`src/rtl/flash_cmd_responder.sv`:
```
// Flash-style command responder: unlock/program/erase/ID/status over a 16x8 array.
// Read data appears one cycle after the read event; no backpressure, writes while busy are rejected.
module flash_cmd_responder #(
    parameter int         PROG_CYCLES = 4,
    parameter logic [7:0] ID_CODE     = 8'hC2
) (
    input  logic       SCL,
    input  logic       reset,
    input  logic       CE_N,
    input  logic       WE_N,
    input  logic       OE_N,
    input  logic [3:0] Addr,
    input  logic [7:0] DInDOut,
    output logic [7:0] data_out,
    output logic       data_valid,
    output logic       busy,
    output logic       cmd_err
);

    typedef enum logic [2:0] {
        IDLE, UNLK1, UNLK2, PROG_WAIT, PROG_BUSY, ERASE_BUSY, ID_MODE, STAT_MODE
    } state_t;

    localparam logic [3:0] PROG_LAST = 4'(PROG_CYCLES - 1);

    state_t     state;
    logic       we_q;
    logic [3:0] cnt;
    logic       fail;
    logic [7:0] mem [16];
    logic       write_ev;
    logic       read_ev;
    logic [7:0] status;
    logic [7:0] prog_val;

    // A write completes on the rising edge of WE_N while the chip is enabled.
    assign write_ev = WE_N & ~we_q & ~CE_N;
    assign read_ev  = ~CE_N & ~OE_N & ~write_ev;
    assign busy     = (state == PROG_BUSY) || (state == ERASE_BUSY);
    assign status   = {~busy, 6'b0, fail};
    assign prog_val = mem[Addr] & DInDOut;

    always_ff @(posedge SCL) begin
        if (reset) begin
            state      <= IDLE;
            we_q       <= 1'b1;
            cnt        <= 4'd0;
            fail       <= 1'b0;
            data_out   <= 8'h00;
            data_valid <= 1'b0;
            cmd_err    <= 1'b0;
            for (int i = 0; i < 16; i++) mem[i] <= 8'hFF;
        end else begin
            we_q       <= WE_N;
            cmd_err    <= 1'b0;
            data_valid <= 1'b0;

            if (read_ev) begin
                data_valid <= 1'b1;
                if (busy || state == STAT_MODE) data_out <= status;
                else if (state == ID_MODE)      data_out <= ID_CODE;
                else                            data_out <= mem[Addr];
            end

            case (state)
                PROG_BUSY: begin
                    if (write_ev) cmd_err <= 1'b1;
                    if (cnt == PROG_LAST) begin
                        state <= IDLE;
                        cnt   <= 4'd0;
                    end else begin
                        cnt <= cnt + 4'd1;
                    end
                end
                ERASE_BUSY: begin
                    if (write_ev) cmd_err <= 1'b1;
                    mem[cnt] <= 8'hFF;
                    cnt      <= cnt + 4'd1;
                    if (cnt == 4'd15) state <= IDLE;
                end
                PROG_WAIT: begin
                    // Programming can only clear bits; a byte that needed a 0->1 flags failure.
                    if (write_ev) begin
                        mem[Addr] <= prog_val;
                        if (prog_val != DInDOut) fail <= 1'b1;
                        state <= PROG_BUSY;
                        cnt   <= 4'd0;
                    end
                end
                default: begin
                    if (write_ev) begin
                        if (DInDOut == 8'h00) begin
                            state <= IDLE;
                            fail  <= 1'b0;
                        end else begin
                            case (state)
                                UNLK1: begin
                                    if (DInDOut == 8'h55) begin
                                        state <= UNLK2;
                                    end else begin
                                        state   <= IDLE;
                                        cmd_err <= 1'b1;
                                    end
                                end
                                UNLK2: begin
                                    case (DInDOut)
                                        8'hB0:   state <= PROG_WAIT;
                                        8'hC0:   state <= ID_MODE;
                                        8'hD0: begin
                                            state <= ERASE_BUSY;
                                            cnt   <= 4'd0;
                                        end
                                        8'hE0:   state <= STAT_MODE;
                                        default: begin
                                            state   <= IDLE;
                                            cmd_err <= 1'b1;
                                        end
                                    endcase
                                end
                                default: begin
                                    if (DInDOut == 8'hAA) state <= UNLK1;
                                    else                  cmd_err <= 1'b1;
                                end
                            endcase
                        end
                    end
                end
            endcase
        end
    end

endmodule

```
`config.mk`:
```
export PLATFORM = sky130hd
export DESIGN_NAME = flash_cmd_responder
export DESIGN_NICKNAME = d
export VERILOG_FILES = /design/src/rtl/flash_cmd_responder.sv
export SDC_FILE = /design/constraint.sdc
export NUM_CORES = 1
export LEC_CHECK = 0
export ABC_AREA = 0
export CORE_UTILIZATION = 40
export DETAILED_ROUTE_END_ITERATION = 10
export HOLD_SLACK_MARGIN = 0.05
export PLACE_DENSITY = 0.64
export SLEW_MARGIN = 10
export SYNTH_ARGS = -nofsm -noshare
export SYNTH_HDL_FRONTEND = slang
export SYNTH_SLANG_ARGS = --single-unit
```
`constraint.sdc`:
```
create_clock -name SCL -period 2.6 [get_ports SCL]
set_input_delay 0.65 -clock SCL [delete_from_list [all_inputs] [get_ports SCL]]
set_output_delay 0.65 -clock SCL [all_outputs]
set_load 0.02 [all_outputs]
```
* Word level (Yosys, flattened, before mapping)
Memories as Yosys holds them, arrays and structs flattened.
Index checks and enable logic that the tools add are counted.
Widths: inputs -> output; s select.
** Cells by class
- Reduce and logical (&&, ||, !) cells :: 15
- $add $sub $neg :: 1
- Equality and inequality tests :: 21
- Muxes and demuxes :: 47
- Bitwise gates (word level) :: 11
** Operators by type and width (count)
- $eq 8x8->1 const B :: 5
- $mux 4 :: 8
- $mux 8 :: 4
- $mux 1 :: 21
- $mux 3 :: 6
- $reduce_or 8->1 :: 2
- $eq 3x3->1 const B :: 4
- $pmux 3 s4 :: 1
- $pmux 4 s3 :: 1
- $reduce_and 5->1 :: 2
- $pmux 3 s3 :: 1
- $and 8x8->8 :: 1
- $eq 8x7->1 const B :: 1
- $logic_not 8->1 :: 1
- $ne 8x8->1 :: 1
- $reduce_bool 4->1 :: 2
- $reduce_bool 7->1 :: 1
- $eq 3x2->1 const B :: 2
- $not 1->1 :: 6
- $pmux 1 s2 :: 3
- $pmux 3 s2 :: 1
- $add 4x1->4 const B :: 1
- $and 1x1->1 :: 4
- $eq 4x2->1 const B :: 1
- 12 further kinds :: 15
** Storage, ports and cells
- Register bits after elaboration :: 19
- Word-level logic and storage cells :: 103
- Memories kept :: 1
- Output and inout bits :: 11
- Bits of input ports :: 17
- RAM bits :: 128
** Memory list
- mem :: depth 16, width 8, rd ports 1, clocked after memory_dff 0, wr ports 16, line 30 : logic [7:0] mem [16];

* Longest topological paths before layout
- Depth after elaboration :: 9
- Depth in mapped cells :: 10

* Worst setup path after synthesis
OpenSTA, ideal clock, no wires.
- Path type :: input to register
- Start point :: in reset
- End point :: mem mem[15][0], enable pin
- Stages on the path :: 8
- Slack :: 0.009 ns
- Library setup time :: 0.329 ns
- Path buffers :: 2
- Data arrival time :: 2.261 ns
- Path through :: clkbuf_1 nor4b_1 nand2_1 buf_6 nor2_1 a32oi_1 nor2_1 or2_1
** RTL lines
- from (decl) :: line 8 : input logic reset,
- to (decl) :: line 30

==> results.py <==
metrics = {
    "sta": {
        "rsz0062_at_grt": "false",
        "fmax_mhz": 398,
        "maxSlewViolCount": 0,
        "setup_viol_count_final": 0,
        "final.min_clock_period_ns": 2.51,
        "tightest_slew_ns": 0.492,
        "fin_skew_ns": 0.00777,
        "holdWs_ns": 0.473,
        "slew_headroom_pct": 67.1,
        "hold_viol_final": 0,
        "min_period_over_period_pct": 96.6,
        "tns_ns": 0,
    },
    "floorplan": {
        "start_util_pct": 41.1,
        "io_pins": 28,
        "core_area_sq_mm": 0.0174,
        "die_x_um": 136,
        "dieArea_sq_mm": 0.0184,
        "die_h_um": 136,
        "rows": 48,
    },
    "detailed_routing": {
        "dr.pass1.iters": 5,
        "avgRoutedWirePerCell_um": 19.9,
        "drc_errors": 0,
        "antenna_left": 0,
        "routed_via_density": 5.60,
        "drt_first_iter_violations": 563,
        "routed_wl_um": 18500,
        "vias": 5209,
    },
    "layout": {
        "antennaDiodeCount": 0,
        "final_cell_mix": "nand2_1 (149), edfxtp_1 (128), buf_4 (89)",
        "mostFrequentLayoutCell": "nand2_1",
        "num-nets-final": 711,
        "drive_gt1_share_pct": 27.1,
        "nFillCells": 1463,
        "post-route-util_pct": 51.5,
        "fin_cells": 930,
        "syn_to_final_growth_pct": 25.4,
    },
    "synthesis": {
        "synth_ff_type": "edfxtp_1",
        "syn_area_sq_mm": 0.00713,
        "syn_inst": 578,
        "yosysWarnings": 0,
        "ys_seq_area_share_pct": 59.2,
        "syn_nets": 597,
        "synth_edf_count": 128,
        "ys_ff_latch": 147,
        "synthArstFlopShare_pct": 0,
        "syn_area_per_cell_sq_um": 12.3,
        "ys_types": 61,
    },
    "clocking": {
        "clk_pin_slew_worst_paths_ns": 0.06,
        "clockRootBuffer": "clkbuf_16",
        "cts-buffers-inserted": 17,
        "insertion_delay_ns": 0.43,
        "cts-htree-levels": 4,
        "cts_tree": "built",
        "cts_sinks": 147,
        "holdBufCountCts": 0,
        "ctsLongestPathBuffers": 2,
    },
    "setup_path": {
        "arrival_ns": 2.71,
        "start_kind": "input pin",
        "critPathMaxFanout": 8,
        "worst_setup_path_end_kind": "register",
        "critPathKind": "in2reg",
        "cp.required_ns": 2.80,
        "r2r_setup_slack_ns": 0.33,
    },
    "grt": {
        "grt_pass1_wl_um": 28900,
        "overflow": 0,
        "grt_max_degree": 25,
        "grt_usage_pct": 21.7,
        "grt_pass1_vias": 5210,
        "antenna_found_initial": 0,
    },
    "power": {
        "ir_worst_vdd_v": 0.000418,
        "p_per_area_mw_per_mm2": 607,
        "p_leak_nw": 3.10,
    },
    "place": {
        "hpwl_um": 13400,
        "io_buffers": 27,
        "post-place-cells": 897,
        "gp_congestion": 0.896,
    },
    "min_path": {
        "hp-class": "reg2reg",
    },
    "run": {
        "maxCapViolations": 0,
    },
    "status": {
        "outcome": "finished clean",
    },
}
[synth_stat cells, drive strengths merged (4+ instances only)]
master,number,area share [%]
nor2b,7,0.61
edfxtp,128,54
inv,13,0.68
buf,25,2.8
nand2b,4,0.35
a211oi,4,0.42
a22oi,12,1.3
mux2i,16,2.2
mux2,10,1.6
a32oi,4,0.49
o211ai,4,0.42
nor3,6,0.58
a21oi,18,2.2
nand2,149,7.8
dfxtp,19,5.3
nand3b,4,0.42
nor2,39,2.1
clkbuf,9,0.47
nand3,12,0.84
mux4,23,7.8
o21ai,6,0.53
or2,17,1.5
[critical path, cell delays in order]
cell and delay, ns:
clkdlybuf4s50_1 0.51, or3b_4 0.43, nor3_4 0.15, buf_4 0.16
nor3b_1 0.05, a21oi_2 0.27, nor2_2 0.09, or2_1 0.25
buf_12 0.15
[where the power goes]
part           leakage, nW  internal, mW  switching, mW  total, mW
clock                0.247          1.22           1.01       2.23
combinational         1.43         0.246          0.251      0.497
sequential            1.42          2.66         0.0400       2.70
[sequential cells by signal, summed over array words and instances (netlist names)]
| name | cells |
|---|---|
| cmd_err | 1 |
| cnt | 4 |
| data_out | 8 |
| data_valid | 1 |
| fail | 1 |
| mem | 128 |
| state | 3 |
| we_q | 1 |
[metrics by stage]
step	cell area, sq um	worst slack [ns]	power (mW)
3_3_place_gp	8360	-0.418	3.22
6_report	8940	0.0871	5.43
5_1_grt	8940	0.0224	5.59
2_1_floorplan	7130	0.00927	3.00
4_1_cts	8910	0.0000187	5.44
3_5_place_dp	8360	-0.483	3.23
[worst paths after layout]
kind                              end  depth (start not counted)                startpoint
max          mem[11][3]$_SDFFCE_PN1P_                          9                      WE_N
min          data_out[1]$_SDFFE_PP0P_                          2  data_out[1]$_SDFFE_PP0P_
max reg2reg  mem[15][5]$_SDFFCE_PN1P_                          8     state[2]$_SDFFE_PP0P_
min reg2reg  data_out[1]$_SDFFE_PP0P_                          2  data_out[1]$_SDFFE_PP0P_
[repair_timing]
| action | in CTS | in global routing |
|---|---|---|
| cloned | 0 | 0 |
| setup endpoints to repair | 33 | 135 |
| pin swaps | 1 | 1 |
| buffers inserted | 1 | 0 |
| resized for setup | 2 | 13 |
[metal layers]
metal | track usage [%] | vias to the layer above | routed length (um)
li1 | - | 2360 | -
met1 | 29.1 | 2556 | 8140
met2 | 33.2 | 239 | 8560
met3 | 4.83 | 54 | 1230
met4 | 10.5 | 0 | 597
met5 | 0 | - | 0
[kinds of logic (layout without fill, tap and decap cells)]
group,Yosys count,after routing,synth area share (%)
buffers and inverters,47,174,3.97
XOR/XNOR,4,4,0.491
multiplexers,49,49,11.6
adder cells (fa/ha/maj),2,2,0.351
AND/OR/NAND/NOR,257,257,16.1
flip-flops,147,147,59.2
AO/OA/AOI/OAI,72,72,8.28
[final cells by class]
type	instances	area (sq um)	area share (%)
well taps	225	282	3.15
repair buffers	129	1190	13.3
flip-flops and latches	147	4220	47.2
multi-input cells	384	2660	29.8
clock inverters	15	110	1.23
clock buffers	17	425	4.76
inverters	13	48.8	0.546
(Power assumes the default switching activity.)
